## config.mk

```make
export PLATFORM = sky130hd
export DESIGN_NAME = conj_discrim
export DESIGN_NICKNAME = d
export VERILOG_FILES = /design/src/rtl/conj_discrim_pkg.sv /design/src/rtl/conj_mult_stage.sv /design/src/rtl/conj_discrim.sv
export SDC_FILE = /design/constraint.sdc
export NUM_CORES = 2
export LEC_CHECK = 0
export ABC_AREA = 1
export ABC_CLOCK_PERIOD_IN_PS = 8800
export CORE_MARGIN = 4
export CORE_UTILIZATION = 25
export CTS_CLUSTER_DIAMETER = 200
export CTS_CLUSTER_SIZE = 8
export DETAILED_ROUTE_END_ITERATION = 10
export PLACE_DENSITY = 0.4
export REMOVE_ABC_BUFFERS = 1
export SLEW_MARGIN = 15
export SYNTH_ARGS = -nofsm -noshare
export SYNTH_HDL_FRONTEND = slang
export SYNTH_SLANG_ARGS = --single-unit
```

## constraint.sdc

```tcl
create_clock -name s00_axis_aclk -period 8.8 [get_ports s00_axis_aclk]
set_input_delay 1.32 -clock s00_axis_aclk [delete_from_list [all_inputs] [get_ports s00_axis_aclk]]
set_output_delay 1.32 -clock s00_axis_aclk [all_outputs]
set_load 0.02 [all_outputs]
```

## src/rtl/conj_discrim_pkg.sv

```systemverilog
// Shared helpers for the conjugate-product discriminator: channel-index width,
// saturation to an arbitrary signed width and {imag,real} packing.
package conj_discrim_pkg;

    localparam int MAXW = 64;

    function automatic int calc_cw(input int n);
        return (n <= 1) ? 1 : $clog2(n);
    endfunction

    // Clamp a sign-extended value to the signed range of out_w bits.
    function automatic logic signed [MAXW-1:0] saturate(input logic signed [MAXW-1:0] x,
                                                        input int out_w);
        logic signed [MAXW-1:0] hi;
        logic signed [MAXW-1:0] lo;
        hi = (64'sd1 <<< (out_w - 1)) - 64'sd1;
        lo = -(64'sd1 <<< (out_w - 1));
        if (x > hi) begin
            saturate = hi;
        end else if (x < lo) begin
            saturate = lo;
        end else begin
            saturate = x;
        end
    endfunction

    // Returns {imag, real} in the low 2*w bits; callers slice what they need.
    function automatic logic [2*MAXW-1:0] pack_cplx(input logic [MAXW-1:0] re,
                                                    input logic [MAXW-1:0] im,
                                                    input int w);
        logic [MAXW-1:0] mask;
        mask = (64'd1 << w) - 64'd1;
        pack_cplx = ({64'd0, im & mask} << w) | {64'd0, re & mask};
    endfunction

endpackage

```

## src/rtl/conj_mult_stage.sv

```systemverilog
// First pipeline stage: registers the four signed cross products of cur and
// prev, the "history invalid" zero flag and the beat's sideband.
module conj_mult_stage #(
    parameter int W  = 16,
    parameter int CW = 1
) (
    input  logic                  clk,
    input  logic                  rst_n,
    input  logic                  load,
    input  logic                  in_valid,
    input  logic [2*W-1:0]        cur,
    input  logic [2*W-1:0]        prev,
    input  logic                  prev_valid,
    input  logic [(2*W)/8-1:0]    in_strb,
    input  logic                  in_last,
    input  logic [CW-1:0]         in_user,
    output logic                  valid,
    output logic                  zero,
    output logic signed [2*W-1:0] ac,
    output logic signed [2*W-1:0] bd,
    output logic signed [2*W-1:0] bc,
    output logic signed [2*W-1:0] ad,
    output logic [(2*W)/8-1:0]    strb,
    output logic                  last,
    output logic [CW-1:0]         user
);

    logic signed [W-1:0] a, b, c, d;

    assign a = $signed(cur[W-1:0]);
    assign b = $signed(cur[2*W-1:W]);
    assign c = $signed(prev[W-1:0]);
    assign d = $signed(prev[2*W-1:W]);

    always_ff @(posedge clk or negedge rst_n) begin
        if (!rst_n) begin
            valid <= 1'b0;
            zero  <= 1'b0;
            ac    <= '0;
            bd    <= '0;
            bc    <= '0;
            ad    <= '0;
            strb  <= '0;
            last  <= 1'b0;
            user  <= '0;
        end else if (load) begin
            valid <= in_valid;
            if (in_valid) begin
                zero <= !prev_valid;
                ac   <= a * c;
                bd   <= b * d;
                bc   <= b * c;
                ad   <= a * d;
                strb <= in_strb;
                last <= in_last;
                user <= in_user;
            end
        end
    end

endmodule

```

## src/rtl/conj_discrim.sv

```systemverilog
// Conjugate-product FM discriminator: out = sat((cur * conj(prev)) >>> OUT_SHIFT)
// per interleaved channel, two-stage AXI-Stream pipeline with full backpressure.
module conj_discrim
    import conj_discrim_pkg::*;
#(
    parameter int SAMPLE_WIDTH  = 16,
    parameter int NUM_CH        = 1,
    parameter int OUT_SHIFT     = 15,
    parameter int CLEAR_ON_LAST = 1,
    localparam int W  = SAMPLE_WIDTH,
    localparam int DW = 2 * SAMPLE_WIDTH,
    localparam int CW = calc_cw(NUM_CH)
) (
    input  logic            s00_axis_aclk,
    input  logic            s00_axis_aresetn,
    input  logic            s00_axis_tvalid,
    output logic            s00_axis_tready,
    input  logic [DW-1:0]   s00_axis_tdata,
    input  logic [DW/8-1:0] s00_axis_tstrb,
    input  logic            s00_axis_tlast,
    output logic            m00_axis_tvalid,
    input  logic            m00_axis_tready,
    output logic [DW-1:0]   m00_axis_tdata,
    output logic [DW/8-1:0] m00_axis_tstrb,
    output logic            m00_axis_tlast,
    output logic [CW-1:0]   m00_axis_tuser
);

    localparam int NSLOT = 1 << CW;

    logic                 s1_load, s2_load, accept;
    logic [CW-1:0]        ch;
    logic [DW-1:0]        hist [NSLOT];
    logic [NSLOT-1:0]     hvalid;

    logic                 s1_valid, s1_zero, s1_last;
    logic signed [DW-1:0] s1_ac, s1_bd, s1_bc, s1_ad;
    logic [DW/8-1:0]      s1_strb;
    logic [CW-1:0]        s1_user;

    logic signed [DW:0]      sum_re, sum_im, sh_re, sh_im;
    logic signed [MAXW-1:0]  sat_re, sat_im;
    logic [2*MAXW-1:0]       packed_out;
    logic                    unused_bits;

    // Valid/ready: a beat moves on a cycle where valid && ready; S2 frees when
    // the consumer takes its word, S1 frees when empty or S2 frees.
    assign s2_load         = !m00_axis_tvalid || m00_axis_tready;
    assign s1_load         = !s1_valid || s2_load;
    assign s00_axis_tready = s00_axis_aresetn && s1_load;
    assign accept          = s00_axis_tvalid && s00_axis_tready;

    always_ff @(posedge s00_axis_aclk or negedge s00_axis_aresetn) begin
        if (!s00_axis_aresetn) begin
            ch     <= '0;
            hvalid <= '0;
            for (int i = 0; i < NSLOT; i++) begin
                hist[i] <= '0;
            end
        end else if (accept) begin
            hist[ch] <= s00_axis_tdata;
            // The stage-1 read of hist/hvalid happened this cycle, so clearing
            // here only affects later beats.
            if (CLEAR_ON_LAST != 0 && s00_axis_tlast) begin
                hvalid <= '0;
            end else begin
                hvalid[ch] <= 1'b1;
            end
            if (s00_axis_tlast || ch == CW'(NUM_CH - 1)) begin
                ch <= '0;
            end else begin
                ch <= ch + 1'b1;
            end
        end
    end

    conj_mult_stage #(
        .W  (W),
        .CW (CW)
    ) u_mult (
        .clk        (s00_axis_aclk),
        .rst_n      (s00_axis_aresetn),
        .load       (s1_load),
        .in_valid   (accept),
        .cur        (s00_axis_tdata),
        .prev       (hist[ch]),
        .prev_valid (hvalid[ch]),
        .in_strb    (s00_axis_tstrb),
        .in_last    (s00_axis_tlast),
        .in_user    (ch),
        .valid      (s1_valid),
        .zero       (s1_zero),
        .ac         (s1_ac),
        .bd         (s1_bd),
        .bc         (s1_bc),
        .ad         (s1_ad),
        .strb       (s1_strb),
        .last       (s1_last),
        .user       (s1_user)
    );

    always_comb begin
        sum_re     = {s1_ac[DW-1], s1_ac} + {s1_bd[DW-1], s1_bd};
        sum_im     = {s1_bc[DW-1], s1_bc} - {s1_ad[DW-1], s1_ad};
        sh_re      = sum_re >>> OUT_SHIFT;
        sh_im      = sum_im >>> OUT_SHIFT;
        sat_re     = saturate({{(MAXW-DW-1){sh_re[DW]}}, sh_re}, W);
        sat_im     = saturate({{(MAXW-DW-1){sh_im[DW]}}, sh_im}, W);
        packed_out = pack_cplx(sat_re, sat_im, W);
    end

    assign unused_bits = ^packed_out[2*MAXW-1:DW];

    always_ff @(posedge s00_axis_aclk or negedge s00_axis_aresetn) begin
        if (!s00_axis_aresetn) begin
            m00_axis_tvalid <= 1'b0;
            m00_axis_tdata  <= '0;
            m00_axis_tstrb  <= '0;
            m00_axis_tlast  <= 1'b0;
            m00_axis_tuser  <= '0;
        end else if (s2_load) begin
            m00_axis_tvalid <= s1_valid;
            if (s1_valid) begin
                m00_axis_tdata <= s1_zero ? '0 : packed_out[DW-1:0];
                m00_axis_tstrb <= s1_strb;
                m00_axis_tlast <= s1_last;
                m00_axis_tuser <= s1_user;
            end
        end
    end

endmodule

```

[Yosys cells after proc, flatten, opt, wreduce, memory -nomap -nowiden]
Index checks and enable logic that the tools add are counted.
Storage, ports and cells
  register bits: 242
Cells by class
  bitwise logic cells: 4
  add/subtract/negate cells: 3
  $lt $le $gt $ge: 8
  reductions and logical operators: 12
  mux-type cells: 17
  $mul: 4
Operator list (count)
  32-bit two-way mux: 5
  16-bit by 16-bit multiplier with 32-bit output: 4
  64-bit bitwise mux: 1
  16-bit two-way mux: 4
  18-bit by 16-bit > comparator with 1-bit output (second input constant): 2
  18-bit by 16-bit less-than comparator with 1-bit output (second input constant): 2
  32-bit by 32-bit adder with 33-bit output: 1
  32-bit by 32-bit subtractor with 33-bit output: 1
  32-bit demux with 1-bit select: 1
  32-bit by 16-bit bitwise OR with 32-bit output: 1
  1-bit logical AND: 4
  1-bit two-way mux: 4
  2-bit AND reduction: 2
  1-bit logical NOT: 3
  1-bit logical OR: 3
  2-bit >= comparator (second input constant): 1
  1-bit by 2-bit less-than comparator with 1-bit output (second input constant): 1
  2-bit by 1-bit less-than comparator with 1-bit output (second input constant): 1
  2-bit two-way mux: 1
  1-bit inverter with 2-bit output: 1
  2-bit bitwise OR: 1
  1-bit adder (second input constant): 1
  1-bit demux with 1-bit select: 1
  1-bit >= comparator (second input constant): 1
  1-bit inverter: 1

[Depth between registers and ports, before layout]
  word-level depth: 6
  gate-level depth with buffers: 32
  gate-level depth less buffers: 29

[Modules after synthesis]
Synthesis repeated with hierarchy kept, for this count alone.
Unflattened totals
  cell total of the unflattened synthesis: 7766
  area total of the unflattened synthesis: 56840.8 µm²
Modules (own cells, without submodules)
  conj_mult_stage: area an instance 48181.2 µm², cells each 6391, times used 1
  conj_discrim: area an instance 8659.6 µm², cells each 1375, times used 1

[Least setup slack after synthesis]
No wires, ideal clock.
  path kind: input to register
  start point: in s00_axis_tdata[31]
  end point: reg u_mult.bd[27]
  path buffers: 1
  arrival: 6627 ps
  data required time: 8682 ps
  slack: 2055 ps
  stages on the path: 20
  cell sequence: inv_1 -> clkbuf_1 -> nor2_1 -> fa_1 -> fa_1 -> fa_1 -> fa_1 -> fa_1 -> inv_1 -> fa_1 -> inv_1 -> ha_1 -> a21oi_1 -> o21ai_0 -> a21oi_1 -> nand3_1 -> a21o_1 -> or2_2 -> nand3_1 -> nand2_1
On the way
  cells in the longest elaborated chain, start to end: 1
RTL lines
  start, declared: line conj_discrim.sv:18  | input logic [DW-1:0] s00_axis_tdata,
  16-bit by 16-bit multiplier with 32-bit output: line conj_mult_stage.sv:51  | bd <= b * d;
  end signal, assigned: line conj_mult_stage.sv:51
  end, declared: line conj_mult_stage.sv:20  | output logic signed [2*W-1:0] bd,
No other way between the ends.
A chain may end at the register's enable or synchronous reset.

[Worst setup path in the final report]
  start point: reg ch
  end point: reg u_mult.ac[24]
On the way
  cells in the longest elaborated chain, start to end: 5
RTL lines
  start, declared: line conj_discrim.sv:32  | logic [CW-1:0] ch;
  start signal, assigned: line conj_discrim.sv:72  | ch <= ch + 1'b1;
  1-bit inverter with 2-bit output (implied by the code): line conj_discrim.sv:86  | .prev (hist[ch]),
  32-bit two-way mux (implied by the code) (3 in a row): line conj_discrim.sv:86
  16-bit by 16-bit multiplier with 32-bit output: line conj_mult_stage.sv:50  | ac <= a * c;
  end signal, assigned: line conj_mult_stage.sv:50
  end, declared: line conj_mult_stage.sv:19  | output logic signed [2*W-1:0] ac,
No other way between the ends. The select of a mux whose other input is x is not followed.

==> impl_metrics.env <==
export IMPL_place_area_sq_um=57270
export IMPL_cts_made_buffers=36
export IMPL_routedWlPerCell_um=19.92
export IMPL_setup_violations_final=0
export IMPL_synth_seq_cells=242
export IMPL_grt_pass1_wl_mm=289.6
export IMPL_cts_sinks=242
export IMPL_clock_tree_root_cell="clkbuf_16"
export IMPL_hold_ws_ns=0.4697
export IMPL_hold_class="reg2reg"
export IMPL_synth_ff_type="dfrtp_1"
export IMPL_syn_avg_cell_area_sq_um=7.968
export IMPL_die_w_um=466.8
export IMPL_finalCriticalPeriod_ns=7.770
export IMPL_fin_area_sq_um=58280
export IMPL_hold_violations=0
export IMPL_rsz0062_at_grt="no"
export IMPL_syn2layout_area_growth_pct=10.76
export IMPL_post_route_drc_count=0
export IMPL_critical_path_peak_fanout=42
export IMPL_arrival_ns=8.26
export IMPL_slew_viol_final=0
export IMPL_async_reset_ff_frac=1.000
export IMPL_crit_required_ns=9.29
export IMPL_grt_pass1_vias=45620
export IMPL_drtPass1Iterations=5
export IMPL_syn_inst=6604
export IMPL_fillers=22870
export IMPL_cts_setup_buffers=0
export IMPL_worstSkewPairLatency_ns=0.62
export IMPL_coreArea_sq_um=209600
export IMPL_startpoint_type="flip-flop"
export IMPL_ys_types=55
export IMPL_ioPinCount=81
export IMPL_worst_slew_pin_transition_ns=1.118
export IMPL_status="finished, final reports clean"
export IMPL_use_met2=0.2897
export IMPL_grt_busiest_layer="met2"
export IMPL_grtUsageTotal=0.1762
export IMPL_synth_area_sq_um=52620
export IMPL_min_period_over_period=0.8829
export IMPL_synth_edf_count=0
export IMPL_cts_tree="built"
export IMPL_drive_above_1_share=0.04560
export IMPL_antenna_found_initial=13
export IMPL_clockBufferDepth=3
export IMPL_cts_resized=0
export IMPL_dp_hpwl_mm=156.0
export IMPL_htree_levels=2
export IMPL_tns_ns=0
export IMPL_die_area_sq_um=217900
export IMPL_utilization=0.2781
export IMPL_relSlewSlack=0.2529
export IMPL_vias_per_cell=4.475
export IMPL_initial_core_util=0.2511
export IMPL_criticalPathCategory="reg2reg"
export IMPL_io_buffer_count=80
export IMPL_grt_overflow=0
export IMPL_synth_warnings=0
export IMPL_rows=168
export IMPL_drtIter0Drc=2806
export IMPL_gp_congestion=0.8944
export IMPL_met3_usage=0.02177
export IMPL_maxCapViolations=0
export IMPL_layout_nets=8120
export IMPL_grt_use_met1=0.2492
export IMPL_hold_buffers=0
export IMPL_routed_via_count=42310
export IMPL_finClkSkew_ns=0.06129
export IMPL_die_y_um=466.8
export IMPL_grt_max_degree=149
export IMPL_endpoint_kind="flip-flop"
export IMPL_clock_fmax_ghz=0.1287
export IMPL_synth_seq_area_share=0.1151
export IMPL_path_clk_slew_ns=0.07
export IMPL_ant_nets=0
export IMPL_totalWireLength_mm=188.3
## cell usage in the layout (no fill, tap or decap), types with 59 or more instances in the layout
master	instances
o21ai_0	236
buf_4	149
xnor2_1	59
ha_1	390
a21oi_1	170
dfrtp_1	241
inv_1	1474
nand3_1	152
fa_1	1048
nand2_1	1506
nor2_1	721
clkdlybuf4s50_1	79
## metrics by stage
stage               instances  setup WS [ns]
floorplan                6371          1.207
global placement         9408         0.5578
detailed placement       9408         0.5660
CTS                      9450          1.119
global route             9452         0.6430
finish                   9455          1.030
## kinds of logic (layout without fill, tap and decap cells)
logic type,count (synthesis),in the layout,share of synthesized area
AND/OR/NAND/NOR,2542,2542,0.1929
other,0,5,0
XOR/XNOR,107,107,0.01781
flip-flops,242,242,0.1151
buffers and inverters,1733,1774,0.1247
adder cells (fa/ha/maj),1438,1438,0.4915
AO/OA/AOI/OAI,542,542,0.05802
## state kept, by name (all words and copies together), names as in the netlist, 2 cells and up
name            flops
hvalid              2
m00_axis_tstrb      4
u_mult.bc          32
m00_axis_tdata     32
u_mult.ad          32
u_mult.bd          32
u_mult.ac          32
hist               64
u_mult.strb         4
## area by class of cell
| class | count | area (sq um) | area share |
|---|---|---|---|
| multi-input cells | 4629 | 40090 | 0.6879 |
| flip-flops and latches | 242 | 6057 | 0.1039 |
| inverters | 1500 | 5633 | 0.09665 |
| well taps | 2805 | 3510 | 0.06022 |
| repair buffers | 232 | 1984 | 0.03405 |
| clock buffers | 38 | 918.4 | 0.01576 |
| clock inverters | 4 | 77.57 | 0.001331 |
| diodes | 5 | 12.51 | 0.0002147 |
## Yosys cell counts, drive strengths merged (6+ instances only)
master / number / area share
dfrtp: 242 / 0.12
o21a: 6 / 0.00086
xnor2: 59 / 0.0098
nand4: 30 / 0.0036
nand2: 1522 / 0.11
nand3b: 8 / 0.0011
buf: 32 / 0.0032
fa: 1048 / 0.40
a31o: 8 / 0.0013
a31oi: 16 / 0.0019
nand3: 156 / 0.016
nor2: 735 / 0.053
clkbuf: 200 / 0.014
clkinv: 19 / 0.0014
nor4: 6 / 0.00083
a21oi: 171 / 0.016
ha: 390 / 0.093
nor3: 33 / 0.0035
o21ai: 250 / 0.024
xor2: 48 / 0.0080
a21o: 23 / 0.0033
or2: 42 / 0.0050
inv: 1481 / 0.11
a21boi: 14 / 0.0021
o21bai: 23 / 0.0033
a211oi: 9 / 0.0013
## worst max-delay path, cell delays in order (launching register included)
cell	delay, ns
dfrtp_2	0.37
buf_4	0.54
nand2_1	0.11
nand2_1	0.84
clkinv_1	0.25
buf_4	0.26
nand2_1	0.10
fa_1	0.46
fa_1	0.51
fa_1	0.52
inv_1	0.06
fa_1	0.50
fa_1	0.49
inv_1	0.05
fa_1	0.47
inv_1	0.04
ha_1	0.35
a21oi_1	0.22
o21ai_0	0.14
a21oi_1	0.34
nand3_1	0.27
a21o_1	0.25
or2_2	0.27
nand3_1	0.16
nand2_1	0.07
## final timing paths
check	from	to	slack, ns	cells after the start
min reg2reg	u_mult.strb[2]	m00_axis_tstrb[2]	0.47	2
min in group asynchronous	s00_axis_aresetn	hist[43]	0.60	1
max reg2reg	ch	u_mult.ac[24]	1.03	24
max	ch	u_mult.ac[24]	1.03	24
max in group asynchronous	s00_axis_aresetn	u_mult.ac[14]	6.67	3
min	u_mult.strb[2]	m00_axis_tstrb[2]	0.47	2
## layer usage
metal / up-vias / routed length (um)
met5: - / 40
met4: 6 / 3674
met3: 152 / 9641
met2: 942 / 87510
met1: 21660 / 87430
li1: 19550 / -
Power is not shown: default switching activity piles up to over one toggle a cycle in this logic, so the estimate is an artifact.
